$ cat config.mk
export PLATFORM = sky130hd
export DESIGN_NAME = polar_encoder
export DESIGN_NICKNAME = d
export VERILOG_FILES = /design/src/rtl/polar_encoder.sv
export SDC_FILE = /design/constraint.sdc
export NUM_CORES = 1
export LEC_CHECK = 0
export CORE_UTILIZATION = 54
export DETAILED_ROUTE_END_ITERATION = 6
export GPL_TIMING_DRIVEN = 0
export HOLD_SLACK_MARGIN = 0.06
export PLACE_DENSITY = 0.89
export SLEW_MARGIN = 25
export SYNTH_ARGS = -nofsm -noshare
export SYNTH_HDL_FRONTEND = slang
export SYNTH_SLANG_ARGS = --single-unit
$ cat constraint.sdc
create_clock -name clk -period 1.8 [get_ports clk]
set_input_delay 0.45 -clock clk [delete_from_list [all_inputs] [get_ports clk]]
set_output_delay 0.45 -clock clk [all_outputs]
set_load 0.05 [all_outputs]
$ cat src/rtl/polar_encoder.sv
// Serial-in, parallel-out polar encoder: loads K info bits into non-frozen u positions, runs LOG_N butterfly stages, presents cw.
// Latency: LOG_N cycles from K-th accept to out_valid. cw is held until the out handshake, and no input is accepted until then.
module polar_encoder #(
  parameter int                       LOG_N     = 3,
  parameter logic [(2**LOG_N)-1:0]    INFO_MASK = 8'hE8
) (
  input  logic                        clk,
  input  logic                        rst_n,
  input  logic                        in_valid,
  output logic                        in_ready,
  input  logic                        in_bit,
  output logic                        out_valid,
  input  logic                        out_ready,
  output logic [(2**LOG_N)-1:0]       cw
);

  localparam int N  = 2**LOG_N;
  localparam int K  = $countones(INFO_MASK);
  localparam int CW = (K + 1 > 1) ? $clog2(K + 1) : 1;
  localparam int SW = $clog2(LOG_N + 1);

  localparam logic [1:0] S_LOAD = 2'd0;
  localparam logic [1:0] S_ENC  = 2'd1;
  localparam logic [1:0] S_OUT  = 2'd2;

  if (K < 1 || LOG_N < 1 || LOG_N > 10) begin : g_param_err
    $error("polar_encoder: need K >= 1 and LOG_N in 1..10");
  end

  // Number of information positions strictly below idx: the accept order of that position.
  function automatic int rank_of(input int idx);
    int r;
    r = 0;
    for (int j = 0; j < idx; j++) begin
      if (INFO_MASK[j]) r++;
    end
    return r;
  endfunction

  logic [1:0]    state;
  logic [N-1:0]  v;
  logic [CW-1:0] info_cnt;
  logic [SW-1:0] stg_cnt;

  assign in_ready  = rst_n && (state == S_LOAD);
  assign out_valid = (state == S_OUT);
  assign cw        = (state == S_OUT) ? v : '0;

  always_ff @(posedge clk or negedge rst_n) begin
    if (!rst_n) begin
      state    <= S_LOAD;
      v        <= '0;
      info_cnt <= '0;
      stg_cnt  <= '0;
    end else begin
      case (state)
        S_LOAD: begin
          if (in_valid) begin
            for (int i = 0; i < N; i++) begin
              if (INFO_MASK[i] && (info_cnt == CW'(rank_of(i)))) v[i] <= in_bit;
            end
            info_cnt <= info_cnt + 1'b1;
            if (info_cnt == CW'(K - 1)) state <= S_ENC;
          end
        end
        S_ENC: begin
          // In-place butterfly: each stage folds the upper half of every 2^(s+1) block into the lower half.
          for (int s = 0; s < LOG_N; s++) begin
            if (stg_cnt == SW'(s)) begin
              for (int i = 0; i < N; i++) begin
                if (((i >> s) & 1) == 0) v[i] <= v[i] ^ v[i + (1 << s)];
              end
            end
          end
          if (stg_cnt == SW'(LOG_N - 1)) begin
            stg_cnt <= '0;
            state   <= S_OUT;
          end else begin
            stg_cnt <= stg_cnt + 1'b1;
          end
        end
        S_OUT: begin
          if (out_ready) begin
            state    <= S_LOAD;
            v        <= '0;
            info_cnt <= '0;
          end
        end
        default: state <= S_LOAD;
      endcase
    end
  end

endmodule

==> flow_summary_export.csv <==
group,metric,value,unit
route,drt-total-wl,3.06,mm
sta,rsz0062_at_grt,"true",
clock_tree,cts_tree,"yes",
logic_synthesis,synthArstFlopShare,1.00,
floorplan,core_area,2000,sq um
sta,relSlewSlack,0.666,
sta,finalCritPeriodShare,1.07,
sta,tightest_slew,0.503,ns
clock_tree,path_clk_slew,0.10,ns
placement,gp_congestion,0.913,
worst_setup_path,worst_path_max_delay_cell,"dfrtp_1",
sta,fin_ws,-0.117,ns
route,via_per_inst,6.24,
global_routing,overflow,0,
worst_setup_path,crit_family,"flip-flops",
floorplan,die_y,48.5,microns
logic_synthesis,synth.area.top_cells,"dfrtp_1 (32%), ha_1 (15%), o21ai_0 (6.9%), and2_1 (4.8%), mux2i_1 (4.3%)",
pwr,power_density,1630,nW/um^2
floorplan,io_pins,15,
run_status,status,"finished with violations",
route,first_iter_violations,40,
finish,nFillCells,119,
global_routing,grt_pass1_wl,4.63,mm
logic_synthesis,synthFlopType,"dfrtp_1",
finish,nNetsFinal,179,
floorplan,die-area,2350,sq um
worst_setup_path,cp_max_fo,8,
sta,finClkSkew,0.00265,ns
global_routing,use_met1,0.316,
route,drcViolationCount,0,
worst_setup_path,cpMostUsedCell,"buf_8",
route,vias,1161,
worst_setup_path,slowest_delay,0.44,ns
sta,min_period,1.92,ns
route,postRouteAntennaNets,0,
clock_tree,clock_path_buffers,2,
global_routing,grt_max_degree,17,
finish,layout_common_cells,"o21ai_0 (16), dfrtp_1 (15), ha_1 (12)",
finish,area_delta_synth_final,33.4,%
clock_tree,clock_sinks,15,
logic_synthesis,ys_seq_elements,15,
logic_synthesis,synth-seq-area-share,0.322,
sta,hold_viol_final,0,
finish,final_area,1560,sq um
worst_setup_path,endpoint_kind,"output port",
floorplan,row_count,16,
pwr,leakagePower,0.709,nW
worst_setup_path,worstSetupPathType,"register to output port",
global_routing,use_met2,0.444,
finish,antenna_cells,0,
pwr,max-vdd-ir-drop,1060,uV
logic_synthesis,synth_nets,150,
logic_synthesis,synth_edf_count,0,
run_status,violations,"negative setup slack",
global_routing,grtUsageMet3,0.0377,
logic_synthesis,syn_inst,131,
placement,port_buffers,14,
sta,finalSetupViolCount,10,
clock_tree,cts_made_buffers,3,
floorplan,die_x,48.5,microns
clock_tree,postCtsHoldBufs,0,
placement,dp_cells,172,
clock_tree,cts-root-buf,"clkbuf_4",
min_path,hold_class,"input pin to asynchronous set/reset pin",
route,dr.pass1.iters,5,
logic_synthesis,netlist.area_leader.share,0.322,
global_routing,grt_use_total,0.256,
logic_synthesis,syn_avg_cell_area,8.90,sq um
worst_setup_path,crit_chain,"ha_4, buf_6, buf_8, and2_4, buf_8",
clock_tree,clk_latency,0.29,ns
worst_setup_path,required,1.35,ns
finish,layout_commonest_cell,"o21ai_0",
worst_setup_path,critPathLaunchType,"register",
finish,drive_gt1_frac,0.283,
global_routing,first_global_vias,1037,
global_routing,antenna_found_initial,0,
sta,fmax,522,MHz
clock_tree,h-tree-depth,1,
sta,drv_slew,0,
finish,instances_no_fill,186,
placement,placed_cell_area,1370,sq um
logic_synthesis,synth_warnings,0,
logic_synthesis,synth_top_area_cell,"dfrtp_1",
job,drv_cap,0,
worst_setup_path,worstPathArrival,1.47,ns
route,wl_per_cell,16.5,microns
logic_synthesis,synth.cell_area,1170,sq um
global_routing,busiest_layer,"met2",
floorplan,initial_utilization,0.582,
worst_setup_path,path_buf_inv,3,
logic_synthesis,ys_types,36,
placement,place_ws,-1.08,ns
placement,dp_hpwl,1.89,mm
## where the power goes
part | leakage [nW] | switching (mW) | total [mW] | internal (mW)
logic | 0.510 | 0.910 | 1.68 | 0.775
clock network | 0.0150 | 0.120 | 0.206 | 0.0863
registers | 0.185 | 0.166 | 0.642 | 0.476
total | 0.709 | 1.20 | 2.53 | 1.34
## per-stage QoR
stage	total power [mW]	setup TNS, ns	utilization	hold WS [ns]
after floorplan	1.68	0	-	0.154
after CTS	2.38	-0.972	0.750	0.167
after global placement	1.94	-6.40	0.685	0.531
final	2.53	-1.02	0.777	0.157
after global routing	2.70	-1.27	0.777	0.200
after detailed placement	2.03	-7.00	0.685	0.552
## worst paths after layout
check                              start     to  slack, ns  cells past startpoint
worst max-delay path            state[1]  cw[0]      -0.12                      5
max in group asynchronous          rst_n   v[7]       1.36                      1
worst max register to register  state[1]   v[5]       0.06                      7
worst min register to register      v[7]   v[7]       0.58                      2
min in group clk                    v[7]   v[7]       0.58                      2
worst min-delay path               rst_n   v[0]       0.16                      1
## sequential cells by signal (all words and copies together), names as in the netlist
signal    count
state         2
info_cnt      3
v             8
stg_cnt       2
## synthesized netlist by cell type (all sizes together), types with 2 or more instances
master	number
o21ai	16
nand2	8
mux2	2
nand3b	3
a32o	2
and2	9
dfrtp	15
nand3	4
nor2	3
and3	3
nor3	2
a21oi	9
mux2i	5
inv	10
ha	14
nor3b	2
buf	3
nand2b	4
nor2b	3
## metal layers
metal / wire length, microns / share of wire / vias to the layer above
li1: - / - / 523
met3: 255 / 0.083 / 18
met2: 1560 / 0.51 / 72
met4: 77 / 0.025 / 0
met5: 0 / 0 / -
met1: 1170 / 0.38 / 548
## layout make-up
class / instances / area [sq um] / share of cell area
plain buffers: 4 / 42.5 / 0.0274
clock buffers: 4 / 26.3 / 0.0169
inverters: 10 / 37.5 / 0.0241
multi-input cells: 102 / 790 / 0.508
flip-flops and latches: 15 / 375 / 0.241
well taps: 27 / 33.8 / 0.0217
repair buffers: 24 / 250 / 0.161
## cell families (layout without fill, tap and decap cells)
group | Yosys count | after routing | synth area share
AO/OA/AOI/OAI | 34 | 34 | 0.173
adder cells (fa/ha/maj) | 14 | 14 | 0.150
buffers and inverters | 14 | 42 | 0.0590
flip-flops | 15 | 15 | 0.322
multiplexers | 7 | 7 | 0.0622
AND/OR/NAND/NOR | 47 | 47 | 0.234
## timing repair
| item | CTS | global route |
|---|---|---|
| endpoints found under the setup margin | 12 | 16 |
| gates resized for setup | 77 | 10 |
| buffers inserted | 7 | 3 |
| pin swaps | 1 | 2 |
(Power assumes the default switching activity.)
